### src/rtl/trap_ctrl_pkg.sv
// Shared definitions for the trap sequencer: CSR addresses, cause codes,
// mstatus/mie bit positions, bus widths and the sequencer state encoding.
package trap_ctrl_pkg;

  localparam int unsigned REG_BUS_W  = 32;
  localparam int unsigned CSR_ADDR_W = 12;

  localparam logic [11:0] CSR_MSTATUS = 12'h300;
  localparam logic [11:0] CSR_MTVEC   = 12'h305;
  localparam logic [11:0] CSR_MEPC    = 12'h341;
  localparam logic [11:0] CSR_MCAUSE  = 12'h342;

  // Low four bits of mcause; the interrupt flag is carried separately.
  localparam logic [3:0] EXC_ILLEGAL = 4'd2;
  localparam logic [3:0] EXC_ECALL   = 4'd11;
  localparam logic [3:0] EXC_EBREAK  = 4'd3;
  localparam logic [3:0] IRQ_EXT     = 4'd11;
  localparam logic [3:0] IRQ_SOFT    = 4'd3;
  localparam logic [3:0] IRQ_TCMP    = 4'd7;

  localparam int unsigned MSTATUS_MIE    = 3;
  localparam int unsigned MSTATUS_MPIE   = 7;
  localparam int unsigned MSTATUS_MPP_LO = 11;
  localparam int unsigned MSTATUS_MPP_HI = 12;

  localparam int unsigned MIE_MEIE = 11;
  localparam int unsigned MIE_MSIE = 3;
  localparam int unsigned MIE_MTIE = 7;

  typedef enum logic [2:0] {
    ST_IDLE      = 3'd0,
    ST_W_MEPC    = 3'd1,
    ST_W_MCAUSE  = 3'd2,
    ST_W_MSTATUS = 3'd3,
    ST_R_MTVEC   = 3'd4,
    ST_M_MSTATUS = 3'd5,
    ST_R_MEPC    = 3'd6,
    ST_JUMP      = 3'd7
  } trap_state_e;

endpackage

### src/rtl/trap_ctrl_prio.sv
// Fixed-priority selector over synchronous exceptions and enabled machine
// interrupts; produces a valid flag, an interrupt flag and the cause code.
module trap_prio
  import trap_ctrl_pkg::*;
(
  input  logic       inst_err_i,
  input  logic       ecall_i,
  input  logic       ebreak_i,
  input  logic       irq_ext_i,
  input  logic       irq_soft_i,
  input  logic       irq_tcmp_i,
  input  logic       mie_glb_i,
  input  logic       en_ext_i,
  input  logic       en_soft_i,
  input  logic       en_tcmp_i,
  output logic       valid_o,
  output logic       irq_o,
  output logic [3:0] code_o
);

  always_comb begin
    valid_o = 1'b1;
    irq_o   = 1'b0;
    code_o  = '0;
    if (inst_err_i) begin
      code_o = EXC_ILLEGAL;
    end else if (ecall_i) begin
      code_o = EXC_ECALL;
    end else if (ebreak_i) begin
      code_o = EXC_EBREAK;
    end else if (mie_glb_i && en_ext_i && irq_ext_i) begin
      irq_o  = 1'b1;
      code_o = IRQ_EXT;
    end else if (mie_glb_i && en_soft_i && irq_soft_i) begin
      irq_o  = 1'b1;
      code_o = IRQ_SOFT;
    end else if (mie_glb_i && en_tcmp_i && irq_tcmp_i) begin
      irq_o  = 1'b1;
      code_o = IRQ_TCMP;
    end else begin
      valid_o = 1'b0;
    end
  end

endmodule

### src/rtl/trap_ctrl.sv
// Trap sequencer: trap entry (mepc, mcause, mstatus, mtvec read) and mret
// through the single CSR port. Build macro TRAP_VECTOR_EN enables vectored mtvec.
module trap_ctrl
  import trap_ctrl_pkg::*;
#(
  parameter int unsigned XLEN   = REG_BUS_W,
  parameter int unsigned CSR_AW = CSR_ADDR_W
) (
  input  logic              clk,
  input  logic              rst_n,
  input  logic              ecall_i,
  input  logic              ebreak_i,
  input  logic              inst_err_i,
  input  logic              mret_i,
  input  logic [XLEN-1:0]   ex_pc_i,
  input  logic              irq_ext_i,
  input  logic              irq_soft_i,
  input  logic              irq_tcmp_i,
  input  logic [XLEN-1:0]   mstatus_i,
  input  logic [XLEN-1:0]   mie_i,
  input  logic [XLEN-1:0]   csr_rdata_i,
  output logic [XLEN-1:0]   csr_wdata_o,
  output logic              csr_we_o,
  output logic [CSR_AW-1:0] csr_addr_o,
  output logic              hold_o,
  output logic              jump_o,
  output logic [XLEN-1:0]   jump_addr_o,
  output logic              trap_in_o
);

  trap_state_e     state_q, state_d;
  logic [XLEN-1:0] pc_q, pc_d;
  logic [XLEN-1:0] target_q, target_d;
  logic [3:0]      code_q, code_d;
  logic            irq_q, irq_d;

  logic            ev_valid, ev_irq;
  logic [3:0]      ev_code;
  logic            busy;
  logic [XLEN-1:0] ms_new;
  logic            unused_bits;

  assign unused_bits = &{1'b0, mie_i, csr_rdata_i[1:0]};

  trap_prio u_prio (
    .inst_err_i (inst_err_i),
    .ecall_i    (ecall_i),
    .ebreak_i   (ebreak_i),
    .irq_ext_i  (irq_ext_i),
    .irq_soft_i (irq_soft_i),
    .irq_tcmp_i (irq_tcmp_i),
    .mie_glb_i  (mstatus_i[MSTATUS_MIE]),
    .en_ext_i   (mie_i[MIE_MEIE]),
    .en_soft_i  (mie_i[MIE_MSIE]),
    .en_tcmp_i  (mie_i[MIE_MTIE]),
    .valid_o    (ev_valid),
    .irq_o      (ev_irq),
    .code_o     (ev_code)
  );

  always_comb begin
    state_d     = state_q;
    pc_d        = pc_q;
    target_d    = target_q;
    code_d      = code_q;
    irq_d       = irq_q;
    busy        = (state_q != ST_IDLE);
    ms_new      = mstatus_i;
    csr_we_o    = 1'b0;
    csr_wdata_o = '0;
    csr_addr_o  = '0;
    jump_o      = 1'b0;
    jump_addr_o = '0;

    unique case (state_q)
      ST_IDLE: begin
        // Exceptions outrank mret; mret outranks interrupts, which stay
        // pending and are re-evaluated once the mret jump completes.
        if (rst_n && ev_valid && !(ev_irq && mret_i)) begin
          busy    = 1'b1;
          state_d = ST_W_MEPC;
          pc_d    = ex_pc_i;
          irq_d   = ev_irq;
          code_d  = ev_code;
        end else if (rst_n && mret_i) begin
          busy    = 1'b1;
          state_d = ST_M_MSTATUS;
        end
      end
      ST_W_MEPC: begin
        csr_we_o    = 1'b1;
        csr_addr_o  = CSR_AW'(CSR_MEPC);
        csr_wdata_o = pc_q;
        state_d     = ST_W_MCAUSE;
      end
      ST_W_MCAUSE: begin
        csr_we_o    = 1'b1;
        csr_addr_o  = CSR_AW'(CSR_MCAUSE);
        csr_wdata_o = {irq_q, {(XLEN-5){1'b0}}, code_q};
        state_d     = ST_W_MSTATUS;
      end
      ST_W_MSTATUS: begin
        ms_new[MSTATUS_MPIE]                  = mstatus_i[MSTATUS_MIE];
        ms_new[MSTATUS_MIE]                   = 1'b0;
        ms_new[MSTATUS_MPP_HI:MSTATUS_MPP_LO] = 2'b11;
        csr_we_o    = 1'b1;
        csr_addr_o  = CSR_AW'(CSR_MSTATUS);
        csr_wdata_o = ms_new;
        state_d     = ST_R_MTVEC;
      end
      ST_R_MTVEC: begin
        csr_addr_o = CSR_AW'(CSR_MTVEC);
        target_d   = {csr_rdata_i[XLEN-1:2], 2'b00};
`ifdef TRAP_VECTOR_EN
        if (irq_q && (csr_rdata_i[1:0] == 2'b01)) begin
          target_d = {csr_rdata_i[XLEN-1:2], 2'b00}
                   + {{(XLEN-6){1'b0}}, code_q, 2'b00};
        end
`endif
        state_d = ST_JUMP;
      end
      ST_M_MSTATUS: begin
        ms_new[MSTATUS_MIE]                   = mstatus_i[MSTATUS_MPIE];
        ms_new[MSTATUS_MPIE]                  = 1'b1;
        ms_new[MSTATUS_MPP_HI:MSTATUS_MPP_LO] = 2'b11;
        csr_we_o    = 1'b1;
        csr_addr_o  = CSR_AW'(CSR_MSTATUS);
        csr_wdata_o = ms_new;
        state_d     = ST_R_MEPC;
      end
      ST_R_MEPC: begin
        csr_addr_o = CSR_AW'(CSR_MEPC);
        target_d   = {csr_rdata_i[XLEN-1:2], 2'b00};
        state_d    = ST_JUMP;
      end
      ST_JUMP: begin
        jump_o      = 1'b1;
        jump_addr_o = target_q;
        state_d     = ST_IDLE;
      end
      default: state_d = ST_IDLE;
    endcase
  end

  assign hold_o    = busy;
  assign trap_in_o = busy;

  always_ff @(posedge clk or negedge rst_n) begin
    if (!rst_n) begin
      state_q  <= ST_IDLE;
      pc_q     <= '0;
      target_q <= '0;
      code_q   <= '0;
      irq_q    <= 1'b0;
    end else begin
      state_q  <= state_d;
      pc_q     <= pc_d;
      target_q <= target_d;
      code_q   <= code_d;
      irq_q    <= irq_d;
    end
  end

endmodule

### config.mk
export PLATFORM = sky130hd
export DESIGN_NAME = trap_ctrl
export DESIGN_NICKNAME = d
export VERILOG_FILES = /design/src/rtl/trap_ctrl_pkg.sv /design/src/rtl/trap_ctrl_prio.sv /design/src/rtl/trap_ctrl.sv
export SDC_FILE = /design/constraint.sdc
export NUM_CORES = 1
export LEC_CHECK = 0
export CORE_ASPECT_RATIO = 1.4
export CORE_MARGIN = 10
export CORE_UTILIZATION = 29
export CTS_CLUSTER_DIAMETER = 200
export CTS_CLUSTER_SIZE = 24
export DETAILED_ROUTE_END_ITERATION = 6
export PLACE_DENSITY = 0.73
export SLEW_MARGIN = 5
export SYNTH_ARGS = -nofsm -noshare
export SYNTH_HDL_FRONTEND = slang
export SYNTH_SLANG_ARGS = --single-unit
### constraint.sdc
create_clock -name clk -period 3.6 [get_ports clk]
set_input_delay 1.08 -clock clk [delete_from_list [all_inputs] [get_ports clk]]
set_output_delay 1.08 -clock clk [all_outputs]
set_load 0.02 [all_outputs]
Yosys cells after proc, flatten, opt, wreduce, memory -nomap -nowiden
Cells that the tools add are included.
W data, S select, Z words.
{ "totals": {"word_cells": 57, "register_bits": 70, "input_bits": 137, "out_inout_bits": 80} }
{ "op_classes": {"eq_ne": 8, "n_reduce_logical": 18, "n_mux": 26} }
{ "op_table": {"columns": ["cell", "count"], "rows": [
  ["$pmux W32 S4", 1],
  ["$pmux W10 S4", 1],
  ["$mux W32", 1],
  ["$pmux W3 S7", 1],
  ["$mux W4", 5],
  ["$mux W1", 14],
  ["$eq A3 B3 Y1 const B", 4],
  ["$logic_and A1 B1 Y1", 10],
  ["$mux W3", 3],
  ["$eq A3 B2 Y1 const B", 2],
  ["$reduce_or A2 Y1", 3],
  ["$reduce_or A4 Y1", 1],
  ["$eq A3 B1 Y1 const B", 1],
  ["$logic_not A3 Y1", 1],
  ["$ne A3 B3 Y1 const B", 1],
  ["$reduce_bool A3 Y1", 1],
  ["$reduce_and A2 Y1", 1],
  ["$logic_not A1 Y1", 1]
]} }

Longest topological paths before layout
Gate-level depths: netlist of the first run.
{ "logic_depth": {"word_depth": 13, "mapped_depth": 6, "mapped_depth_nobuf": 4} }

Cells and area by module
From an unflattened synthesis of the first run, not the netlist that was laid out.
{ "unflattened": {"cells_unflattened": 293, "area_unflattened_um2": 3684.8} }
{ "by_module_without_submodules": {"columns": ["module", "area_each_um2", "seq_area_each_um2", "n_inst", "cells_each"], "rows": [
  ["trap_ctrl", 3562.2, 1751.7, 1, 276],
  ["trap_prio", 122.6, 0.0, 1, 17]
]} }

Worst setup path after synthesis of the first run
No wires, ideal clock.
{ "synth_path": {"kind": "input to output", "start": "in inst_err_i", "end": "out trap_in_o", "path_buffers": 1, "path_stages": 5, "arrival_time_ps": 2139, "required_time_ps": 2520, "slack_ps": 381, "cell_sequence": "nor4_1 > o211ai_1 > a21boi_0 > inv_1 > buf_4"} }
{ "synth_between": {"elab_chain_len": 6, "word_cells_on_any_way": 8, "cone_classes": "mux (4); reduce/logical (4)"} }
{ "synth_rtl": {"columns": ["item", "line", "rtl"], "rows": [
  ["start: declaration", "trap_ctrl.sv:13", "input logic inst_err_i,"],
  ["$mux W1", "trap_ctrl_prio.sv:25", "if (inst_err_i) begin"],
  ["$logic_and A1 B1 Y1", "trap_ctrl.sv:79", "if (rst_n && ev_valid && !(ev_irq && mret_i)) begin"],
  ["$logic_not A1 Y1", "trap_ctrl.sv:79", null],
  ["$logic_and A1 B1 Y1 *", "trap_ctrl.sv:79", null],
  ["$mux W1 *", "trap_ctrl.sv:79", null],
  ["$mux W1 *", "trap_ctrl.sv:75", "unique case (state_q)"],
  ["end: declaration", "trap_ctrl.sv:28", "output logic trap_in_o"]
]} }
Mark *: on every way between the ends. The rest lies on a longest branch, timed or not.

Final worst setup path of the first run
{ "layout_path": {"start": "in mret_i", "end": "out trap_in_o"} }
{ "layout_between": {"elab_chain_len": 5, "word_cells_on_any_way": 7, "cone_classes": "mux (3); reduce/logical (4)"} }
{ "layout_rtl": {"columns": ["item", "line", "rtl"], "rows": [
  ["start: declaration", "trap_ctrl.sv:14", "input logic mret_i,"],
  ["$logic_and A1 B1 Y1", "trap_ctrl.sv:79", null],
  ["$logic_not A1 Y1", "trap_ctrl.sv:79", null],
  ["$logic_and A1 B1 Y1", "trap_ctrl.sv:79", null],
  ["$mux W1 *", "trap_ctrl.sv:79", null],
  ["$mux W1 *", "trap_ctrl.sv:75", null]
]} }
Marked as above.

==> flow_metrics.tcl, run 1 <==
set metrics [dict create \
    dp.cells 624 \
    drt_iter0_drc 79 \
    synthAdderAreaFrac_pct 0 \
    setup_violations 0 \
    start_util_pct 29.55 \
    yosys-top-cells-area "dfrtp_1 48%, mux2_2 16%, mux2_4 6.6%, and2_1 6.0%, a22o_1 4.6%" \
    r2r-end "target_q[3]" \
    design_area_mm2 0.005931 \
    fin_crit_ns 3.520 \
    peakVddDrop_mv 0.4282 \
    numCtsBuffers 9 \
    syn_avg_cell_area_um2 12.07 \
    min_to "code_q[1]" \
    yosys_warnings 0 \
    hp-start "code_q[1]" \
    drt_wl_total_mm 11.27 \
    drv_slew 0 \
    grt_pass1_wl_mm 18.29 \
    outcome "complete, no violations" \
    grt_use_met3_pct 5.915 \
    yosys-top-cells-count "70 x dfrtp_1, 52 x mux2_2, 35 x and2_1" \
    rsz0062_at_grt "false" \
    hold_depth 1 \
    synth-compound-area-share_pct 9.480 \
    core_mm2 0.01237 \
    diodes 0 \
    yosys.area.top_type "dfrtp_1" \
    cp_top_family "buffers and inverters" \
    maxCapViolCount 0 \
    reg2reg_depth 5 \
    synth_ff_type "dfrtp_1" \
    htree_levels 3 \
    crit_buf_inv 3 \
    cp.arrival_ns 2.44 \
    power_density_mw_per_mm2 850.7 \
    final_antenna_net_count 0 \
    hold_class "reg2reg" \
    required_ns 2.52 \
    avgViaCountPerCell 4.764 \
    dpl.hpwl_mm 8.859 \
    layout.cells.non_filler 640 \
    wl_per_cell_um 17.61 \
    critical-path-max-stage-delay_ns 0.44 \
    synth_xor_xnor_area_share_pct 0.2396 \
    r2r-start "state_q[2]" \
    rows 48 \
    drive_above_1_share_pct 23.88 \
    synth_cell_types 39 \
    fmax_mhz 284.1 \
    tns_ns 0 \
    syn_inst 303 \
    synth-edff-count 0 \
    yosys-mux-area-fraction_pct 24.26 \
    clock_latency_ns 0.33 \
    track_usage_pct 12.84 \
    cp_slowest_cell "clkdlybuf4s50_1" \
    overflow 0 \
    nets 622 \
    dr.pass1.iters 4 \
    grt_pass1_vias 3440 \
    clock_skew_ns 0.007008 \
    syn_to_final_growth_pct 62.22 \
    grt.met1_usage_pct 13.23 \
    worst_slew_margin_rel_pct 37.22 \
    clkTransAtPathRegs_ns 0.06 \
    place_congestion 0.7908 \
    synth_area_mm2 0.003656 \
    ys_async_sr_fraction_pct 100.0 \
    antenna_found_initial 1 \
    synthSimpleGateAreaFrac_pct 11.94 \
    grt_max_degree 73 \
    clockRootBuffer "clkbuf_16" \
    vias 3049 \
    grtUsageMet2_pct 22.61 \
    ys_seq_area_share_pct 47.91 \
    crit_path_end_kind "primary output" \
    critical_path_class "in2out" \
    clock-sinks 70 \
    finalHoldViolations 0 \
    die_area_mm2 0.01756 \
    clk_path_buf_depth 2 \
    grt-busiest-layer "met2" \
    place_area_mm2 0.005600 \
    synth_top_family_by_area "multiplexers" \
    yosysMostFrequentCell "dfrtp_1" \
    leakage_uw 0.002569 \
    synth.ff_latch_count 70 \
    hold_slack_ns 0.4865 \
    portBuffers 175 \
    pin_count 217 \
    die_h_um 152.9 \
    fin_crit_sh_pct 97.78 \
    drcViolationCount 0 \
    synth_top_area_share_pct 47.91 \
    die_w_um 114.9 \
    cp_max_fo 2 \
    worstSetupStartpointType "input port" \
    r2r_slack_ns 1.81 \
    fill_cells 1135 \
    crit_path_cell_trace "clkdlybuf4s50_1, nor4_2, o211ai_1, a21boi_2, inv_2, buf_2" \
    total_power_uw 5045 \
    cts_tree "yes" \
    tightest_slew_ns 0.9418 \
]
report_power, final:
group	internal (µW)	switching [µW]	total [µW]
logic	1440	1230	2670
registers	1180	240	1420
clock network	608	341	949
total	3230	1810	5050
worst max-delay path by stage:
| stage | from | end | slack (ns) | cells past startpoint |
|---|---|---|---|---|
| 6_report | mret_i | trap_in_o | 0.08 | 6 |
| 5_1_grt | mret_i | trap_in_o | 0.01 | 6 |
| 4_1_cts | mret_i | hold_o | -0.11 | 6 |
| 3_5_place_dp | ebreak_i | hold_o | -0.56 | 6 |
| 3_3_place_gp | inst_err_i | trap_in_o | -0.51 | 6 |
| 2_1_floorplan | inst_err_i | trap_in_o | 0.38 | 5 |
cell usage in the layout (no fill, tap or decap), types with 2 or more instances in the layout:
master           instances
clkdlybuf4s50_1        162
nor2b_1                  3
mux2_2                  52
dlymetal6s2s_1           4
dfrtp_2                  2
mux2_4                  16
a21oi_1                  2
dfrtp_1                 68
nand2_1                 12
a22oi_1                  6
nor3_1                   4
a22o_1                  19
o21ai_0                 11
dlygate4sd2_1            5
clkinv_4                 3
mux2i_1                  5
buf_12                   2
and2_1                  35
nand2b_1                 4
inv_1                    4
buf_4                   18
conb_1                   8
nor2_1                   9
bufinv_16                2
clkbuf_16                9
through the flow:
step / worst slack [ns] / utilization, %
after detailed placement: -0.5588 / 45.27
after global placement: -0.5069 / 45.27
after CTS: -0.1115 / 47.89
after global routing: 0.01002 / 47.94
after floorplan: 0.3812 / -
final: 0.08002 / 47.94
area by class of cell:
type	count	area, µm²	share of cell area [%]
clock inverters	7	98.84	1.667
clock buffers	9	225.2	3.797
repair buffers	194	1911	32.22
well taps	150	187.7	3.165
inverters	5	18.77	0.3165
flip-flops and latches	70	1754	29.58
multi-input cells	205	1735	29.26
sequential cells by signal, summed over array words and instances, names as in the netlist:
name      count
pc_q         32
target_q     30
state_q       3
irq_q         1
code_q        4
layer usage:
metal	wire length, µm	part of all wire [%]
met4	104	0.92
met5	11	0.098
met3	1177	10
met2	5882	52
met1	4098	36
cells by family after synthesis:
logic type | count (synthesis)
simple gates | 76
mux | 74
flops | 70
compound gates | 46
buf+inv | 35
xor+xnor | 1
other cells | 1
what timing repair did:
| action | CTS | global route |
|---|---|---|
| setup endpoints to repair | 8 | 51 |
| buffers inserted | 0 | 0 |
| gates cloned | 0 | 0 |
| pin swaps | 2 | 3 |
| hold buffers | 0 | 0 |
| gates resized for setup | 11 | 13 |
| endpoints found under the hold margin | 0 | 0 |
(Power assumes the default switching activity.)
==> run 2, diff against run 1 <==
Settings changed: CORE_UTILIZATION 29 to 41, PLACE_DENSITY 0.73 to 0.95.
==> run 2 against run 1 <==
Via count down 0.30%. Sequential share of layout area up 0.64 points. Sequential cell count unchanged. Non-clock buffer count up 2. Utilization up 19 points. Cell area down 2.2%. Clock-buffer cell count up 4. Clock skew down 0.0034 ns. Critical path depth down 2. First-iteration DRC count up 11%. Largest power group unchanged. Fmax down 1.0%.
==> flow_metrics.tcl, run 2 (same netlist as run 1, synthesis figures left out) <==
set metrics [dict create \
    worstSetupStartpointType "input port" \
    finalHoldViolations 0 \
    drt_wl_total_mm 11.50 \
    htree_levels 3 \
    drv_slew 0 \
    critical_path_class "in2out" \
    final_common_cell "clkdlybuf4s50_1" \
    portBuffers 175 \
    antenna_found_initial 1 \
    nets 624 \
    fin_crit_ns 3.557 \
    avgViaCountPerCell 5.109 \
    peakVddDrop_mv 0.5273 \
    track_usage_pct 17.63 \
    drt_iter0_drc 88 \
    clkTransAtPathRegs_ns 0.05 \
    grt_pass1_vias 3464 \
    die_w_um 99.81 \
    clock_skew_ns 0.003563 \
    rsz0062_at_grt "false" \
    die_h_um 131.7 \
    clkPwrFrac_pct 16.5 \
    fin_crit_sh_pct 98.79 \
    sequentialPowerShare_pct 28.8 \
    clockRootBuffer "clkbuf_16" \
    hold_slack_ns 0.4832 \
    pin_count 217 \
    setup_violations 0 \
    grt_pass1_wl_mm 18.71 \
    leakage_uw 0.002514 \
    place_congestion 0.8190 \
    tns_ns 0 \
    power_density_mw_per_mm2 847.5 \
    drcViolationCount 0 \
    worst_slew_margin_rel_pct 38.73 \
    syn_to_final_growth_pct 58.69 \
    numCtsBuffers 9 \
    switching_share_pct 36.54 \
    clock_latency_ns 0.32 \
    final_core_util_pct 67.01 \
    place_area_mm2 0.005542 \
    maxCapViolCount 0 \
    die_area_mm2 0.01315 \
    cts_setup_buffers 0 \
    fmax_mhz 281.2 \
    outcome "complete, no violations" \
    final_cell_mix "162 x clkdlybuf4s50_1, 69 x dfrtp_1, 52 x mux2_2" \
    start_util_pct 42.23 \
    final_antenna_net_count 0 \
    clock-sinks 70 \
    grt_max_degree 73 \
    drive_above_1_share_pct 23.27 \
    design_area_mm2 0.005802 \
    required_ns 2.52 \
    rows 40 \
    cts_tree "yes" \
    dr.pass1.iters 4 \
    p_int_uw 3120 \
    cp_max_fo 1 \
    vias 3040 \
    diodes 0 \
    crit_path_end_kind "primary output" \
    hold_class "reg2reg" \
    fill_cells 668 \
    largest_reg_flops 32 \
    r2r_slack_ns 1.77 \
    tightest_slew_ns 0.9190 \
    multi_input_area_mm2 0.001727 \
    largest_register "pc_q" \
    cp.arrival_ns 2.48 \
    wl_per_cell_um 19.32 \
    overflow 0 \
    top_regs "pc_q x32, target_q x30, code_q x4" \
    regArea_mm2 0.001753 \
    core_mm2 0.008658 \
    clk_path_buf_depth 2 \
    dpl.hpwl_mm 9.095 \
    cts_hold_buf 0 \
    p_sw_uw 1797 \
    power_frac_comb_pct 54.7 \
]
-- run 2: changes by cell type in the layout (fill, tap and decap cells not counted), moves of 2 or more --
cell / previous run / this run
buf_4: 18 / 21
bufinv_16: 2 / 0
clkbuf_8: 0 / 3
clkinv_4: 3 / 0
dlygate4sd2_1: 5 / 8
dlymetal6s2s_1: 4 / 1
-- run 2: layout make-up --
class,count,share of cell area [%]
inverters,5,0.3235
multi-input cells,205,29.76
well taps,105,2.264
clock inverters,1,0.08626
flip-flops and latches,70,30.21
repair buffers,196,32.69
clock buffers,13,4.658
-- run 2: routing by layer --
metal,routed length (µm),global-route usage (%),up-vias,part of all wire [%]
met5,11,0,-,0.096
met4,438,8.786,2,3.8
met3,1093,7.450,32,9.5
met2,5944,30.37,132,52
met1,4011,17.42,1456,35
li1,-,-,1418,-
-- run 2: worst paths after layout --
kind / from / end / cells past startpoint
max: mstatus_i[7] / csr_wdata_o[3] / 4
min: code_q[1] / code_q[1] / 1
max reg2reg: state_q[0] / pc_q[21] / 6
min reg2reg: code_q[1] / code_q[1] / 1
max in group asynchronous: rst_n / state_q[0] / 2
min in group asynchronous: rst_n / pc_q[10] / 2
-- run 2: per-stage QoR --
stage	power [µW]	std cells	setup WS, ns
global route	5239	595	0.004610
detailed placement	4190	581	-0.3785
floorplan	3039	310	0.3812
CTS	4975	595	0.007018
global placement	4071	581	-0.3831
finish	4917	595	0.04349
-- run 2: critical path, cell delays in order --
cell	delay [ns]
clkdlybuf4s50_1	0.46
mux2i_1	0.07
o21ai_0	0.21
clkdlybuf4s50_1	0.65
-- run 2: repair_timing --
action,in CTS,in global routing
resized for setup,18,5
pin swaps,2,3
endpoints found under the setup margin,11,4
cloned,0,0
-- run 2: power by group through the flow --
stage / clock network, µW / logic, µW / registers (µW)
after CTS: 827 / 2730 / 1410
final: 810 / 2690 / 1420
after floorplan: 0 / 1700 / 1340
after global routing: 868 / 2910 / 1470
after detailed placement: 0 / 2770 / 1420
after global placement: 0 / 2680 / 1390
==> run 3, diff against run 2 <==
Settings changed: CELL_PAD_IN_SITES_DETAIL_PLACEMENT set to 0, CELL_PAD_IN_SITES_GLOBAL_PLACEMENT set to 1, CORE_UTILIZATION 41 to 30, PLACE_DENSITY 0.95 to 0.94.
==> run 3 against run 2 <==
Clock skew rose by 0.0029 ns. Clock power rose by 9.4%. Sequential share of layout area is 0.51 points lower. Worst hold slack got worse by 0.014 ns. Sequential power barely moved. Routed wire length is 1.7% higher. Via count shrank 1.1%.
==> flow_metrics.tcl, run 3 (same netlist as run 1, synthesis figures left out) <==
set metrics [dict create \
    clk_path_buf_depth 2 \
    finalHoldViolations 0 \
    clock_latency_ns 0.32 \
    peakVddDrop_mv 0.3539 \
    crit_buf_inv 3 \
    pin_count 217 \
    nets 625 \
    track_usage_pct 12.96 \
    drv_slew 0 \
    largest_register "pc_q" \
    final_common_cell "clkdlybuf4s50_1" \
    vias 3007 \
    avgViaCountPerCell 4.698 \
    tns_ns 0 \
    place_congestion 0.8049 \
    core_mm2 0.01188 \
    r2r-end "target_q[7]" \
    post-place-ws_ns -0.5097 \
    grt_pass1_vias 3453 \
    diodes 0 \
    total_power_uw 4984 \
    cp.arrival_ns 2.39 \
    largest_reg_flops 32 \
    maxCapViolCount 0 \
    tightest_slew_ns 0.9473 \
    die_h_um 150.6 \
    dpl.hpwl_mm 9.001 \
    clkTransAtPathRegs_ns 0.06 \
    timing.final.ws_setup_ns 0.1270 \
    startpoint "mret_i" \
    cp_top_family "buffers and inverters" \
    drive_above_1_share_pct 23.73 \
    final_cell_mix "163 x clkdlybuf4s50_1, 70 x dfrtp_1, 52 x mux2_2" \
    cp_slowest_cell "clkdlybuf4s50_1" \
    drt_wl_total_mm 11.70 \
    critical-path-max-stage-delay_ns 0.46 \
    power_density_mw_per_mm2 845.1 \
    drt_iter0_drc 50 \
    start_util_pct 30.78 \
    antenna_found_initial 0 \
    endpoint "hold_o" \
    cp_num_cells 6 \
    grt_max_degree 73 \
    setup_violations 0 \
    required_ns 2.52 \
    critical_path_class "in2out" \
    clock-sinks 70 \
    numCtsBuffers 9 \
    rsz0062_at_grt "false" \
    cts_hold_buf 0 \
    hold_class "reg2reg" \
    clock_skew_ns 0.006510 \
    crit_path_end_kind "primary output" \
    top_regs "pc_q x32, target_q x30, code_q x4" \
    grt_pass1_wl_mm 17.80 \
    dr.pass1.iters 4 \
    outcome "complete, no violations" \
    r2r-start "state_q[2]" \
    crit_path_cell_trace "clkdlybuf4s50_1, nor4_2, o211ai_1, a21boi_2, inv_1, buf_2" \
    drcViolationCount 0 \
    rows 47 \
    die_area_mm2 0.01707 \
    overflow 0 \
    fin_crit_sh_pct 96.47 \
    reg2reg_depth 5 \
    worst_slew_margin_rel_pct 36.85 \
    wl_per_cell_um 18.28 \
    portBuffers 175 \
    cts_tree "yes" \
    die_w_um 113.3 \
    clockRootBuffer "clkbuf_16" \
    syn_to_final_growth_pct 61.33 \
    final_antenna_net_count 0 \
    cp_max_fo 2 \
    fin_crit_ns 3.473 \
    r2r_slack_ns 1.79 \
    htree_levels 3 \
    leakage_uw 0.002548 \
    fmax_mhz 287.9 \
    worstSetupStartpointType "input port" \
]
==> run 3: cell count changes in the layout (fill, tap and decap cells not counted), sizes merged <==
cell / before / now
buf: 24 / 25
bufinv: 0 / 1
clkbuf: 14 / 10
clkdlybuf4s50: 162 / 163
clkinv: 1 / 4
clkinvlp: 0 / 1
dlygate4sd2: 8 / 7
dlymetal6s2s: 1 / 2
==> run 3: metal layers <==
layer | wire (µm) | share of wire [%] | up-vias | track usage [%]
met5 | 0 | 0 | - | 0
met4 | 167 | 1.4 | 0 | 4.326
met2 | 6386 | 55 | 101 | 24.25
li1 | - | - | 1425 | -
met1 | 4097 | 35 | 1470 | 12.15
met3 | 1046 | 8.9 | 11 | 5.854
==> run 3: cell type report <==
type | instances | area (µm²)
sequential | 70 | 1752
timing repair buffer | 197 | 1913
fill | 1090 | 5981
tap | 147 | 183.9
inverter | 5 | 18.77
clock inverter | 6 | 61.31
clock buffer | 10 | 239.0
multi-input combinational | 205 | 1730
==> run 3: stage by stage <==
step	util, %	hold WS [ns]	cells	instance area, µm²
after CTS	49.61	0.4762	640	5893
after floorplan	-	0.4351	310	3682
after detailed placement	46.97	0.4568	621	5579
after global routing	49.65	0.5038	640	5898
final	49.65	0.4689	640	5898
after global placement	46.97	0.4542	621	5579
==> run 3: how the worst min path moves through the flow <==
stage	cells past startpoint	startpoint	to
after CTS	1	code_q[1]	code_q[1]
after global placement	1	code_q[1]	code_q[1]
after global routing	1	code_q[1]	code_q[1]
final	1	code_q[1]	code_q[1]
after detailed placement	1	code_q[1]	code_q[1]
after floorplan	1	code_q[1]	code_q[1]
==> run 3: report_power, final <==
| part | total (µW) | internal, µW | switching [µW] |
|---|---|---|---|
| Sequential | 1390 | 1180 | 212 |
| Clock | 886 | 552 | 334 |
| Combinational | 2700 | 1420 | 1280 |
==> run 3: repair_timing <==
| item | CTS | global route |
|---|---|---|
| buffers inserted | 3 | 0 |
| pin swaps | 3 | 0 |
| resized for setup | 18 | 2 |
| endpoints found under the setup margin | 9 | 2 |
